File: src/rtl/relogio_pkg.sv
// Shared constants for the clock core: field limits, FSM state encoding and
// the wrapping increment used by every time field.
package relogio_pkg;

    localparam logic [5:0] SEC_MAX  = 6'd59;
    localparam logic [5:0] MIN_MAX  = 6'd59;
    localparam logic [5:0] HOUR_MAX = 6'd23;

    typedef logic [1:0] state_t;

    localparam state_t ST_RUN      = 2'b00;
    localparam state_t ST_SET_HOUR = 2'b01;
    localparam state_t ST_SET_MIN  = 2'b10;

    // Values at or above the limit wrap to 0, so a corrupted field self-heals.
    function automatic logic [5:0] wrap_inc(input logic [5:0] value, input logic [5:0] max);
        return (value >= max) ? 6'd0 : value + 6'd1;
    endfunction

endpackage

File: src/rtl/btn_sync_edge.sv
// Two-flop synchronizer for an asynchronous button followed by a rising-edge
// detector; one button press (however long) yields a single-cycle rise.
module btn_sync_edge (
    input  logic clk,
    input  logic reset,
    input  logic din,
    output logic rise
);

    logic s1, s2, s3;

    // NOTE: sequential state uses non-blocking assignments so the three flops
    // shift as a chain instead of collapsing into one.
    always_ff @(posedge clk) begin
        if (reset) begin
            s1 <= 1'b0;
            s2 <= 1'b0;
            s3 <= 1'b0;
        end else begin
            s1 <= din;
            s2 <= s1;
            s3 <= s2;
        end
    end

    assign rise = s2 & ~s3;

endmodule

File: src/rtl/time_counter.sv
// Timekeeping core: 1 Hz prescaler, 24 h seconds/minutes/hours counters,
// button-driven set mode and the registered clk_15s strobe for the display.
module time_counter #(
    parameter int CLK_HZ = 50_000_000
) (
    input  logic       clk,
    input  logic       reset,
    input  logic       btn_mode,
    input  logic       btn_inc,
    output logic [5:0] segundo,
    output logic [5:0] minuto,
    output logic [5:0] horas,
    output logic       clk_15s,
    output logic       tick_1hz,
    output logic [1:0] set_mode
);

    import relogio_pkg::*;

    localparam int PW = (CLK_HZ > 1) ? $clog2(CLK_HZ) : 1;
    localparam logic [PW-1:0] PRESC_LAST = PW'(CLK_HZ - 1);

    state_t        state, state_next;
    logic [PW-1:0] presc;
    logic          mode_rise, inc_rise;
    logic          running;

    btn_sync_edge u_sync_mode (.clk(clk), .reset(reset), .din(btn_mode), .rise(mode_rise));
    btn_sync_edge u_sync_inc  (.clk(clk), .reset(reset), .din(btn_inc),  .rise(inc_rise));

    always_ff @(posedge clk) begin
        if (reset) state <= ST_RUN;
        else       state <= state_next;
    end

    // NOTE: every combinational output gets a default first so no path
    // leaves it unassigned, which would otherwise infer a latch.
    always_comb begin
        state_next = state;
        if (mode_rise) begin
            case (state)
                ST_RUN:      state_next = ST_SET_HOUR;
                ST_SET_HOUR: state_next = ST_SET_MIN;
                default:     state_next = ST_RUN;
            endcase
        end
    end

    always_comb begin
        set_mode = state;
        running  = (state == ST_RUN);
    end

    assign tick_1hz = running && (presc == PRESC_LAST);

    // Held at 0 outside RUN, so leaving SET_MIN restarts a full second.
    always_ff @(posedge clk) begin
        if (reset || !running || tick_1hz) presc <= '0;
        else                               presc <= presc + PW'(1);
    end

    always_ff @(posedge clk) begin
        if (reset) begin
            segundo <= 6'd0;
            minuto  <= 6'd0;
            horas   <= 6'd0;
        end else begin
            case (state)
                ST_RUN: begin
                    if (tick_1hz) begin
                        segundo <= wrap_inc(segundo, SEC_MAX);
                        if (segundo >= SEC_MAX) begin
                            minuto <= wrap_inc(minuto, MIN_MAX);
                            if (minuto >= MIN_MAX) horas <= wrap_inc(horas, HOUR_MAX);
                        end
                    end
                end
                ST_SET_HOUR: begin
                    if (inc_rise && !mode_rise) horas <= wrap_inc(horas, HOUR_MAX);
                end
                ST_SET_MIN: begin
                    if (mode_rise)     segundo <= 6'd0;
                    else if (inc_rise) minuto  <= wrap_inc(minuto, MIN_MAX);
                end
                default: ;
            endcase
        end
    end

    // Quarter-minute strobe for the display multiplexer, one cycle behind segundo.
    always_ff @(posedge clk) begin
        if (reset) clk_15s <= 1'b0;
        else       clk_15s <= running && (segundo == 6'd0 || segundo == 6'd15 ||
                                          segundo == 6'd30 || segundo == 6'd45);
    end

endmodule
File: config.mk
export PLATFORM = sky130hd
export DESIGN_NAME = time_counter
export DESIGN_NICKNAME = d
export VERILOG_FILES = /design/src/rtl/relogio_pkg.sv /design/src/rtl/btn_sync_edge.sv /design/src/rtl/time_counter.sv
export SDC_FILE = /design/constraint.sdc
export NUM_CORES = 1
export LEC_CHECK = 0
export CORE_ASPECT_RATIO = 2
export CORE_UTILIZATION = 45
export CTS_CLUSTER_DIAMETER = 60
export CTS_CLUSTER_SIZE = 40
export DETAILED_ROUTE_END_ITERATION = 12
export PLACE_DENSITY = 0.71
export SYNTH_ARGS = -nofsm -noshare
export SYNTH_HDL_FRONTEND = slang
export SYNTH_SLANG_ARGS = --single-unit
File: constraint.sdc
create_clock -name clk -period 1.9 [get_ports clk]
set_input_delay 0.57 -clock clk [delete_from_list [all_inputs] [get_ports clk]]
set_output_delay 0.57 -clock clk [all_outputs]
set_load 0.01 [all_outputs]
Word-level counts from Yosys, hierarchy flattened
Index checks and enable logic that the tools add are counted.
{"block": "totals", "ff_bits": 53, "inputBits": 4, "output_inout_bits": 22}
{"block": "op_classes", "addsub": 4, "order_cmp": 3, "eq_ne": 13, "muxes": 17, "bitwise": 4, "reduce_logical": 17}
{"op": "2-to-1 mux 6 bit", "count": 13}
{"op": "case mux 6 bit (2 select lines)", "count": 3}
{"op": "adder 26 x 1 -> 26 bit (second input constant)", "count": 1}
{"op": "== test 26 bit (second input constant)", "count": 1}
{"op": "adder 6 x 1 -> 6 bit (second input constant)", "count": 3}
{"op": ">= comparator 6 bit (second input constant)", "count": 2}
{"op": "inequality test 2 bit (second input constant)", "count": 5}
{"op": "AND reduction 5 bit", "count": 2}
{"op": "== test 6 x 4 -> 1 bit (second input constant)", "count": 1}
{"op": "== test 6 x 5 -> 1 bit (second input constant)", "count": 1}
{"op": "== test 6 bit (second input constant)", "count": 1}
{"op": ">= comparator 6 x 5 -> 1 bit (second input constant)", "count": 1}
{"op": "logical NOT 6 bit", "count": 1}
{"op": "logical OR 1 bit", "count": 5}
{"op": "inequality test 2 x 1 -> 1 bit (second input constant)", "count": 2}
{"op": "case mux 2 bit (2 select lines)", "count": 1}
{"op": "nonzero test 2 bit", "count": 2}
{"op": "logical AND 1 bit", "count": 3}
{"op": "AND reduction 3 bit", "count": 1}
{"op": "AND 1 bit", "count": 2}
{"op": "== test 2 x 1 -> 1 bit (second input constant)", "count": 1}
{"op": "== test 2 bit (second input constant)", "count": 1}
{"op": "logical NOT 1 bit", "count": 2}
{"op": "logical NOT 2 bit", "count": 1}
{"op": "NOT 1 bit", "count": 2}

Logic depth before layout (Yosys ltp)
Gate-level depths: netlist of the first run.
{"block": "logic_depth", "ltp_word": 6, "ltp_mapped": 8, "ltp_nobuf": 6}

Cells and area by module
From an unflattened synthesis of the first run, not the netlist that was laid out.
{"block": "unflattened", "cells_unflattened": 300, "area_unflattened_um2": 2591.2}
{"module": "time_counter", "n_inst": 1, "cells_each": 286, "area_per_inst_um2": 2416.1}
{"module": "btn_sync_edge", "n_inst": 2, "cells_each": 7, "area_per_inst_um2": 87.6}

Least setup slack after synthesis of the first run
Ideal clock, no wire load.
{"block": "synth_path", "kind": "flip-flop to output port", "from": "register presc[7]", "to": "output port tick_1hz", "t_arrival_ns": 1.482, "t_required_ns": 1.330, "setup_slack_ns": -0.152, "path_stages_with_launch": 4, "n_path_buf": 0, "path_cell_list": "dfxtp_1 or4b_4 nor4_4 and3_1"}
{"block": "synth_between", "elab_chain_len": 2}
{"item": "start, declared", "line_no": "time_counter.sv:24", "rtl": "logic [PW-1:0] presc;"}
{"item": "start signal, assigned", "line_no": "time_counter.sv:59", "rtl": "else presc <= presc + PW'(1);"}
{"item": "== test 26 bit", "line_no": "time_counter.sv:54", "rtl": "assign tick_1hz = running && (presc == PRESC_LAST);"}
{"item": "logical AND 1 bit", "line_no": "time_counter.sv:54"}
{"item": "end, declared", "line_no": "time_counter.sv:14", "rtl": "output logic tick_1hz,"}
No other way between the ends.

Worst setup path after layout of the first run
{"block": "layout_path", "from": "register presc[9]", "to": "output port tick_1hz"}
The elaborated chain is that of the path after synthesis.

==> summary.md, run 1 <==
| Metric | Value |
|---|---|
| Ant diodes | `0` |
| GRT Total Usage | `~23%` |
| Final Cycle Share | `122%` |
| Cell count after synthesis | `301` |
| CTS tree | `done` |
| HP Start | `u_sync_inc.s1` |
| Asr flop ratio synth | `0%` |
| Initial antenna violation count | `0` |
| Peak supply drop | `810 µV` |
| Die ar. | `between 6000 and 7000 µm²` |
| Worst-Skew Late Latency | `around 300 ps` |
| Leak Pwr | `~1.6 nW` |
| Routability cong. | `a little under 0.9` |
| FF-to-FF path depth | `7` |
| Post-route antenna net violation count | `0` |
| Synth cell types | `50` |
| Max Clk Rate | `432 MHz` |
| Setup Slack @ Placement | `-470 ps` |
| Synth area leaders | `dfxtp_1 40%, xor2_1 6.3%, nor2_1 5.6%` |
| CTS max path bufs | `2` |
| Startpoint Class | `flop` |
| Top_reg_cell synth | `dfxtp_1` |
| Top-count cell post-synth | `dfxtp_1` |
| Fill cells | `between 400 and 500` |
| R2r setup slk | `-150 ps` |
| H-tree depth | `2` |
| Synth warnings | `0` |
| Port buffer count | `25` |
| Final Skew | `11.7 ps` |
| Reg2reg end | `presc[8]` |
| CTS Sinks | `53` |
| Sink of the worst hold path | `u_sync_inc.s2` |
| DP HPWL | `just under 5000 µm` |
| Vias in the first global route | `roughly 2.5k` |
| Synth area leader | `dfxtp_1` |
| Routed vias | `about 2.7k` |
| Nature of the critical path endpoint | `output pin` |
| Clock buffer count from CTS | `5` |
| Core Region | `around 5700 µm²` |
| Final setup fails | `31` |
| Max Cap Viol | `0` |
| Layout cells sized above 1 | `between 30% and 40%` |
| Final WS setup | `-412 ps` |
| Iter 0 DRT Violations | `a little over 90` |
| Post-synth EDFFs | `0` |
| Mapped Area | `around 2600 µm²` |
| Row count | `39` |
| Syn Area/Cell | `8.72 µm²` |
| Post-synth top area share | `between 40% and 50%` |
| Slew @ Worst Pin | `between 400 and 500 ps` |
| Reg-to-reg startpoint | `presc[9]` |
| Min Tclk post-route | `2310 ps` |
| Cts-stage hold buffer count | `0` |
| Register area | `1070 µm²` |
| Failing checks | `negative setup slack` |
| Fin Setup TNS | `-3630 ps` |
| Status | `finished, violations left` |
| Root Driver | `clkbuf_16` |
| Via density | `between 5 and 6` |
| Initial Utilization | `between 40% and 50%` |
| Largest net degree at the start of global routing | `19` |
| NumNets Final | `399` |
| PD cells | `between 600 and 700 nW/µm²` |
| Hold Crit Class | `flop to flop` |
| Hold Slack | `~440 ps` |
| WL per Instance | `18.1 µm` |
| First-pass GRT wire length | `roughly 11000 µm` |
| Drc violations | `0` |
| DRT Pass-1 Iters | `4` |
| Worst EP arrival | `roughly 1700 ps` |
| Aggregate global routing overflow | `0` |
| Commonest cells in the netlist | `53 x dfxtp_1, 39 x nor2_1, 24 x nand3_1, 19 x xor2_1, 15 x nand2_1` |
| WP data required | `between 1000 and 1500 ps` |
| Layout area overhead | `53.2%` |
| Synthesized Nets | `between 300 and 400` |
| Min-Delay Path Depth | `1` |
| Seq/Total Area, Yosys | `40.4%` |
| Ports | `26` |
| Max-slew violation count | `0` |
| Routed WL | `roughly 8000 µm` |
| Die H | `around 110 µm` |
| Setup CP Type | `flop to output pin` |
| CP Max Fanout | `2` |
| RSZ-0062 raised after global routing | `yes` |
| Flop and latch count out of synthesis | `53` |
| Slew Limit Headroom | `a little under 70%` |
| Die X | `between 50 and 60 µm` |
| Clk slew on worst S/H paths | `80 ps` |
| Endpoints failing hold | `0` |
| Multi-input logic area | `around 1800 µm²` |
-- worst max-delay path by stage --
stage,slack [ps],endpoint,start
after floorplan,-80,tick_1hz,presc[16]
after global placement,-450,tick_1hz,presc[16]
after detailed placement,-470,tick_1hz,presc[16]
after CTS,-400,tick_1hz,presc[16]
after global routing,-440,tick_1hz,presc[9]
final,-410,tick_1hz,presc[9]
-- cell usage in the layout, fill, tap and decap left out, types with 11 or more instances in the layout --
cell type,n
dfxtp_1,49
xor2_1,19
clkdlybuf4s50_1,15
nand2_1,15
nor2_4,24
nand3_1,23
nor2b_1,12
nand4_1,11
buf_4,58
nor2_1,13
-- routing by layer --
| layer | wire length, µm | vias up | track usage [%] |
|---|---|---|---|
| met5 | 0 | - | 0 |
| met4 | 369 | 0 | 14.3 |
| met3 | 291 | 25 | 3.97 |
| met2 | 4700 | 92 | 45.4 |
| met1 | 2770 | 1277 | 20.9 |
| li1 | - | 1268 | - |
-- power breakdown --
group / total [mW] / switching, mW / internal [mW]
sequential: 1.13 / 0.00703 / 1.13
clock: 1.17 / 0.421 / 0.753
combinational: 0.181 / 0.100 / 0.0806
total: 2.49 / 0.528 / 1.96
-- per-stage QoR --
stage | std cells | util, % | power [mW] | instance area [µm²]
after CTS | 447 | 64.4 | 2.43 | 3650
after floorplan | 301 | - | 1.22 | 2650
after detailed placement | 438 | 59.9 | 1.27 | 3390
after global placement | 438 | 59.9 | 1.26 | 3390
after global routing | 450 | 71.1 | 2.55 | 4020
final | 450 | 71.1 | 2.49 | 4020
-- registers in the layout, indices dropped and copies added, names as in the netlist --
name,count
clk_15s,1
horas,6
minuto,6
presc,26
segundo,6
set_mode,2
u_sync_inc.s1,1
u_sync_inc.s2,1
u_sync_inc.s3,1
u_sync_mode.s1,1
u_sync_mode.s2,1
u_sync_mode.s3,1
-- cells by family (layout without fill, tap and decap cells) --
family,Yosys count,after routing,share of synthesized area [%]
XOR/XNOR,24,24,8.01
multiplexers,1,1,0.429
AND/OR/NAND/NOR,149,149,31.6
flip-flops,53,53,40.4
adder cells (fa/ha/maj),8,8,3.72
buffers and inverters,20,108,3.77
AO/OA/AOI/OAI,46,46,12.0
-- what timing repair did --
| item | CTS | global route |
|---|---|---|
| gates cloned | 1 | 2 |
| endpoints found under the hold margin | 0 | 0 |
| buffers inserted | 0 | 1 |
| pin swaps | 8 | 31 |
| gates resized for setup | 23 | 78 |
| setup endpoints to repair | 19 | 52 |
-- cell type report --
| cell class | instances | share of cell area (%) |
|---|---|---|
| Clock buffer | 5 | 3.11 |
| Clock inverter | 3 | 1.62 |
| Inverter | 9 | 0.840 |
| Multi-Input combinational cell | 228 | 44.8 |
| Sequential cell | 53 | 26.5 |
| Tap cell | 61 | 1.90 |
| Timing Repair Buffer | 91 | 21.2 |
-- worst max-delay path: stages (launching register included) --
cell	delay (ps)
dfxtp_2	330
or4_4	560
nor4_4	230
and3_4	240
buf_6	100
Note: power is estimated with default switching activity, not from simulation.
==> run 2, diff against run 1 <==
==> constraint.sdc (replaced) <==
create_clock -name clk -period 2 [get_ports clk]
set_input_delay 0.6 -clock clk [delete_from_list [all_inputs] [get_ports clk]]
set_output_delay 0.6 -clock clk [all_outputs]
set_load 0.01 [all_outputs]
==> run 2 against run 1 <==
  * The run still ends with negative setup slack left
  * Flip-flop and latch count unchanged
  * Global-route usage decreased by 0.75 points
  * Die area unchanged
  * Critical path type unchanged
  * Largest power group is now registers
  * Highest routed layer unchanged
==> summary.md, run 2 (same netlist as run 1, synthesis figures left out) <==
| Metric | Value |
|---|---|
| Status | `finished, violations left (unchanged)` |
| Failing checks | `negative setup slack (unchanged)` |
| Leak Pwr | `1.37 nW (was 1.64 nW)` |
| Slew Limit Headroom | `65.2% (was 69.1%)` |
| Min Tclk post-route | `between 2000 and 2500 ps` |
| Largest net degree at the start of global routing | `27 (was 19)` |
| GRT Total Usage | `22.2% (was 22.9%)` |
| Routed WL | `6460 µm (was 8130 µm)` |
| Reg2reg end | `horas[1] (was presc[8])` |
| CP Capture Point | `tick_1hz (unchanged)` |
| Flop pwr share | `53.5% (was 45.5%)` |
| R2r setup slk | `80 ps (was -150 ps)` |
| DP HPWL | `4890 µm (was 4970 µm)` |
| CP Max Fanout | `2 (unchanged)` |
| Layout area overhead | `33.7% (was 53.2%)` |
| Max Cap Viol | `0 (unchanged)` |
| Hold Slack | `434 ps (was 441 ps)` |
| Max Clk Rate | `~450 MHz` |
| Die X | `56.0 µm (unchanged)` |
| Most flops, register | `presc (unchanged)` |
| Setup CP Type | `flop to output pin (unchanged)` |
| Grt met3 use | `3.97% (unchanged)` |
| CP Launch Point | `presc[7] (was presc[9])` |
| Nature of the critical path endpoint | `output pin (unchanged)` |
| Fill cells | `495 (was 422)` |
| RSZ-0062 raised after global routing | `yes (unchanged)` |
| Row count | `39 (unchanged)` |
| Placed cell count | `428 (was 438)` |
| Commonest cells after routing, fill and taps aside | `53 x dfxtp_1, 53 x buf_4, 39 x nor2_1 (was 58 x buf_4, 49 x dfxtp_1, 24 x nor2_4)` |
| WP data required | `1400 ps (was 1330 ps)` |
| Sw power | `0.430 mW (was 0.528 mW)` |
| Vias in the first global route | `2368 (was 2455)` |
| Clk slew on worst S/H paths | `60 ps (was 80 ps)` |
| Hold Crit Class | `flop to flop (unchanged)` |
| NumNets Final | `388 (was 399)` |
| Critical-path top delay cell | `or4b_4 (was or4_4)` |
| Final WS setup | `-226 ps (was -412 ps)` |
| GR Layer Usage met1 | `21.3% (was 20.9%)` |
| Peak supply drop | `771 µV (was 810 µV)` |
| Critical-path cell list | `or4b_4 > nor4_4 > and3_4 > buf_6 (was or4_4 > nor4_4 > and3_4 > buf_6)` |
| Routed vias | `2472 (was 2662)` |
| Clock buffer count from CTS | `5 (unchanged)` |
| Crit path depth | `4 (unchanged)` |
| Setup Slack @ Placement | `-380 ps (was -470 ps)` |
| Startpoint Class | `flop (unchanged)` |
| Final Cycle Share | `111%` |
| Max-slew violation count | `0 (unchanged)` |
| FF-to-FF path depth | `6 (was 7)` |
| Fin Setup TNS | `-226 ps (was -3630 ps)` |
| Crit-path leading delay family | `simple AND/OR/NAND/NOR gates (unchanged)` |
| Final setup fails | `1 (was 31)` |
| M2 GR Usage | `43.4% (was 45.4%)` |
| PD cells | `573 nW/µm² (was 618 nW/µm²)` |
| Core Region | `5660 µm² (unchanged)` |
| Aggregate global routing overflow | `0 (unchanged)` |
| CP max stage delay | `540 ps (was 560 ps)` |
| Internal power | `1.58 mW (was 1.96 mW)` |
| DRT Pass-1 Iters | `4 (unchanged)` |
| CTS tree | `done (unchanged)` |
| CTS max path bufs | `2 (unchanged)` |
| Register area | `1060 µm² (was 1070 µm²)` |
| Placed cell area | `3300 µm² (was 3390 µm²)` |
| CTS Sinks | `53 (unchanged)` |
| Top Usage Layer GRT | `met2 (unchanged)` |
| Comb power frac | `5.4% (was 7.3%)` |
| Total Power | `2.01 mW (was 2.49 mW)` |
| Drc violations | `0 (unchanged)` |
| Reg-to-reg startpoint | `minuto[1] (was presc[9])` |
| Die H | `110 µm (unchanged)` |
| Final Cell Area | `3510 µm² (was 4020 µm²)` |
| Layout cells sized above 1 | `20.4% (was 33.9%)` |
| Net Sw Frac | `21.4% (was 21.2%)` |
| First-pass GRT wire length | `10600 µm (was 11100 µm)` |
| Post-Layout Cell Count | `438 (was 450)` |
| WP buf/inv | `1 (unchanged)` |
| Slew @ Worst Pin | `518 ps (was 459 ps)` |
| Initial Utilization | `46.4% (unchanged)` |
| Initial antenna violation count | `0 (unchanged)` |
| Worst-Skew Late Latency | `290 ps (was 300 ps)` |
| Ports | `26 (unchanged)` |
| Root Driver | `clkbuf_16 (unchanged)` |
| Max reg flops | `26 (unchanged)` |
| Final Skew | `2.03 ps (was 11.7 ps)` |
| Multi-input logic area | `1520 µm² (was 1800 µm²)` |
| Endpoints failing hold | `0 (unchanged)` |
| Port buffer count | `25 (unchanged)` |
| Via density | `5.64 (was 5.92)` |
| Layout Utilization | `62.0% (was 71.1%)` |
| Ant diodes | `0 (unchanged)` |
| Die ar. | `6160 µm² (unchanged)` |
| Routability cong. | `0.897 (was 0.871)` |
| H-tree depth | `2 (unchanged)` |
| Iter 0 DRT Violations | `100 (was 91)` |
| WL per Instance | `14.8 µm (was 18.1 µm)` |
| Worst EP arrival | `1630 ps (was 1740 ps)` |
| Post-route antenna net violation count | `0 (unchanged)` |
| Clock power share | `41.1% (was 47.2%)` |
## run 2: changes by cell type in the layout (fill, tap and decap cells not counted), moves of 5 or more
| cell | change |
|---|---|
| nor2_4 | -24 |
| nor2_1 | +26 |
| buf_4 | -5 |
| dlymetal6s2s_1 | -7 |
| clkdlybuf4s50_1 | +9 |
## run 2: final cells by class
type | instances | area share [%]
clock inverter | 1 | 0.250
inverter | 9 | 0.963
sequential | 53 | 30.2
tap | 61 | 2.18
clock buffer | 6 | 3.67
multi-input combinational | 228 | 43.3
timing repair buffer | 80 | 19.4
## run 2: routing by layer
layer | share of wire [%] | up-vias
li1 | - | 1239
met1 | 37 | 1182
met2 | 57 | 38
met3 | 2.6 | 13
met4 | 3.1 | 0
met5 | 0 | -
## run 2: worst min-delay path by stage
stage,from,endpoint,slack [ps],cells past startpoint
6_report,u_sync_inc.s1,u_sync_inc.s2,430,1
2_1_floorplan,u_sync_inc.s1,u_sync_inc.s2,410,1
3_5_place_dp,u_sync_inc.s1,u_sync_inc.s2,420,1
3_3_place_gp,u_sync_inc.s1,u_sync_inc.s2,420,1
5_1_grt,u_sync_mode.s1,u_sync_mode.s2,470,1
4_1_cts,u_sync_inc.s1,u_sync_inc.s2,440,1
## run 2: power by group through the flow
stage	registers, mW	clock network (mW)	logic [mW]
final	1.08	0.826	0.108
after global routing	1.08	0.893	0.118
after CTS	1.07	0.847	0.102
after detailed placement	1.10	0	0.101
after global placement	1.10	0	0.0987
after floorplan	1.10	0	0.0550
## run 2: timing repair
item | in CTS | in global routing
hold buffers | 0 | 0
gates resized for setup | 8 | 9
setup endpoints to repair | 4 | 10
pin swaps | 1 | 4
buffers inserted | 0 | 3
==> run 3, diff against run 2 <==
--- a/config.mk
+++ b/config.mk
@@ -7,9 +7,10 @@
 export LEC_CHECK = 0
 export CORE_ASPECT_RATIO = 2
 export CORE_UTILIZATION = 45
-export CTS_CLUSTER_DIAMETER = 60
+export CTS_CLUSTER_DIAMETER = 30
 export CTS_CLUSTER_SIZE = 40
 export DETAILED_ROUTE_END_ITERATION = 12
+export MAX_ROUTING_LAYER = met4
 export PLACE_DENSITY = 0.71
 export SYNTH_ARGS = -nofsm -noshare
 export SYNTH_HDL_FRONTEND = slang
==> run 3 against run 2 <==
  * Routed wire length up 1.4%
  * Power rose by 0.63%
  * Die area did not move
  * Hold slack gained 21 ps
  * Fmax fell by 1.0%
  * Flip-flop and latch count stayed put
  * Non-clock buffer count is 3 higher
  * Register-to-register slack is essentially flat
  * Sequential power about the same
  * Critical path type unchanged
  * Largest cell class unchanged
  * Sequential share of layout area decreased by 0.18 points
  * The flow still finishes with violations (negative setup slack)
  * Largest power group unchanged
  * Combinational power is essentially flat
==> summary.md, run 3 (same netlist as run 1, synthesis figures left out) <==
| Metric | Value |
|---|---|
| Max Cap Viol | `0 (unchanged)` |
| Internal power | `1.58 mW (about the same)` |
| Clock buffer count from CTS | `5 (unchanged)` |
| Max Clk Rate | `445 MHz (was 449 MHz)` |
| Layout cells sized above 1 | `21.3% (was 20.4%)` |
| Most flops, register | `presc (unchanged)` |
| Placed cell count | `433 (was 428)` |
| Endpoints failing hold | `0 (unchanged)` |
| WL per Instance | `14.8 µm (about the same)` |
| CP max stage delay | `540 ps (about the same)` |
| Initial antenna violation count | `0 (unchanged)` |
| Startpoint Class | `flop (unchanged)` |
| Root Driver | `clkbuf_16 (unchanged)` |
| Layout area overhead | `34.7% (was 33.7%)` |
| PD cells | `572 nW/µm² (was 573 nW/µm²)` |
| Hold Crit Class | `flop to flop (unchanged)` |
| Total Power | `2.02 mW (was 2.01 mW)` |
| Die H | `110 µm (unchanged)` |
| Layout Utilization | `62.5% (was 62.0%)` |
| Reg-to-reg startpoint | `presc[12] (was minuto[1])` |
| Sink of the worst hold path | `u_sync_mode.s2 (was u_sync_inc.s2)` |
| Via density | `5.72 (was 5.64)` |
| Failing checks | `negative setup slack (unchanged)` |
| Peak supply drop | `530 µV (was 771 µV)` |
| Final WS setup | `-249 ps (was -226 ps)` |
| Reg2reg end | `minuto[5] (was horas[1])` |
| RSZ-0062 raised after global routing | `yes (unchanged)` |
| CTS Sinks | `53 (unchanged)` |
| NumNets Final | `391 (was 388)` |
| H-tree depth | `2 (unchanged)` |
| Max-slew violation count | `0 (unchanged)` |
| GRT Total Usage | `22.8% (was 22.2%)` |
| Routed WL | `6550 µm (was 6460 µm)` |
| Worst EP arrival | `1650 ps (was 1630 ps)` |
| Min-Delay Path Depth | `1 (unchanged)` |
| FF-to-FF path depth | `6 (unchanged)` |
| Routability cong. | `0.930 (was 0.897)` |
| Core Region | `5660 µm² (unchanged)` |
| CTS max path bufs | `2 (unchanged)` |
| Vias in the first global route | `2455 (was 2368)` |
| Routed vias | `2530 (was 2472)` |
| Critical-path top delay cell | `or4_4 (was or4b_4)` |
| Clk slew on worst S/H paths | `70 ps (was 60 ps)` |
| Crit-path leading delay family | `simple AND/OR/NAND/NOR gates (unchanged)` |
| WP data required | `1400 ps (about the same)` |
| Die ar. | `6160 µm² (unchanged)` |
| Row count | `39 (unchanged)` |
| Aggregate global routing overflow | `0 (unchanged)` |
| Worst-Skew Late Latency | `290 ps (about the same)` |
| Clock power share | `41.6% (was 41.1%)` |
| Post-Layout Cell Count | `442 (was 438)` |
| Final Skew | `3.94 ps (was 2.03 ps)` |
| Die X | `56.0 µm (unchanged)` |
| Final Cycle Share | `112% (was 111%)` |
| Comb power frac | `5.2% (was 5.4%)` |
| DP HPWL | `4890 µm (about the same)` |
| DRT Pass-1 Iters | `4 (unchanged)` |
| CTS tree | `done (unchanged)` |
| Status | `finished, violations left (unchanged)` |
| Post-route antenna net violation count | `0 (unchanged)` |
| Most common cell after layout, fill and taps aside | `buf_4` |
| Net Sw Frac | `21.7% (was 21.4%)` |
| WP buf/inv | `1 (unchanged)` |
| Setup CP Type | `flop to output pin (unchanged)` |
| Iter 0 DRT Violations | `109 (was 100)` |
| Drc violations | `0 (unchanged)` |
| Initial Utilization | `46.4% (unchanged)` |
| CP Launch Point | `presc[10] (was presc[7])` |
| Largest net degree at the start of global routing | `27 (unchanged)` |
| Slew Limit Headroom | `68.2% (was 65.2%)` |
| HP Start | `u_sync_mode.s1 (was u_sync_inc.s1)` |
| Fill cells | `487 (was 495)` |
| R2r setup slk | `80 ps (about the same)` |
| Leak Pwr | `1.39 nW (was 1.37 nW)` |
| Critical-path cell list | `or4_4 > nor4_4 > and3_4 > buf_6 (was or4b_4 > nor4_4 > and3_4 > buf_6)` |
| Sw power | `0.439 mW (was 0.430 mW)` |
| Nature of the critical path endpoint | `output pin (unchanged)` |
| Min Tclk post-route | `2250 ps (was 2230 ps)` |
| Port buffer count | `25 (unchanged)` |
| CP Max Fanout | `2 (unchanged)` |
| Commonest cells after routing, fill and taps aside | `56 x buf_4, 51 x dfxtp_1, 39 x nor2_1 (was 53 x dfxtp_1, 53 x buf_4, 39 x nor2_1)` |
| Slew @ Worst Pin | `473 ps (was 518 ps)` |
| Flop pwr share | `53.2% (was 53.5%)` |
| Ant diodes | `0 (unchanged)` |
| Ports | `26 (unchanged)` |
| First-pass GRT wire length | `10800 µm (was 10600 µm)` |
| Setup Slack @ Placement | `-406 ps (was -380 ps)` |
| Max reg flops | `26 (unchanged)` |
| Final setup fails | `1 (unchanged)` |
## run 3: power by group through the flow
stage	sequential, mW	clock, mW	combinational [mW]
final	1.08	0.841	0.105
after global routing	1.08	0.901	0.115
after detailed placement	1.10	0	0.101
after floorplan	1.10	0	0.0550
after global placement	1.10	0	0.0994
after CTS	1.08	0.857	0.104
## run 3: repair_timing
item | in CTS | in global routing
resized for setup | 13 | 5
endpoints found under the setup margin | 2 | 40
hold buffers | 0 | 0
setup buffers | 1 | 0
pin swaps | 4 | 2
## run 3: area by class of cell
cell class	count	area, µm²	share of cell area (%)
flip-flops and latches	53	1060	30.1
repair buffers	83	703	19.9
clock buffers	7	133	3.75
multi-input cells	228	1520	43.0
inverters	9	33.8	0.955
well taps	61	76.3	2.16
clock inverters	1	7.51	0.212
## run 3: per-layer routing
layer | routed length [µm] | global-route usage (%) | vias to the layer above
li1 | - | - | 1248
met1 | 2460 | 21.1 | 1206
met2 | 3710 | 44.4 | 60
met3 | 176 | 2.80 | 16
met4 | 208 | 12.2 | 0
met5 | 0 | - | -
## run 3: worst max path at each step
stage                to  slack, ps  cells after the start
5_1_grt        tick_1hz       -330                      4
3_5_place_dp   tick_1hz       -410                      4
4_1_cts        tick_1hz       -340                      4
3_3_place_gp   tick_1hz       -380                      4
2_1_floorplan  tick_1hz         -6                      3
6_report       tick_1hz       -250                      4
## run 3: per-stage QoR
stage / hold WS [ps] / TNS (ps) / area, µm²
detailed placement: 434 / -406 / 3340
global placement: 419 / -396 / 3340
floorplan: 414 / -6.12 / 2640
CTS: 457 / -338 / 3500
finish: 455 / -249 / 3540
global route: 476 / -329 / 3540
## run 3: worst reg2reg max path, stage by stage (launching register included)
cell	delay, ps
dfxtp_1	340
nand4_1	220
buf_4	210
nor4_2	300
and3_2	300
o2111ai_1	150
a221oi_1	310
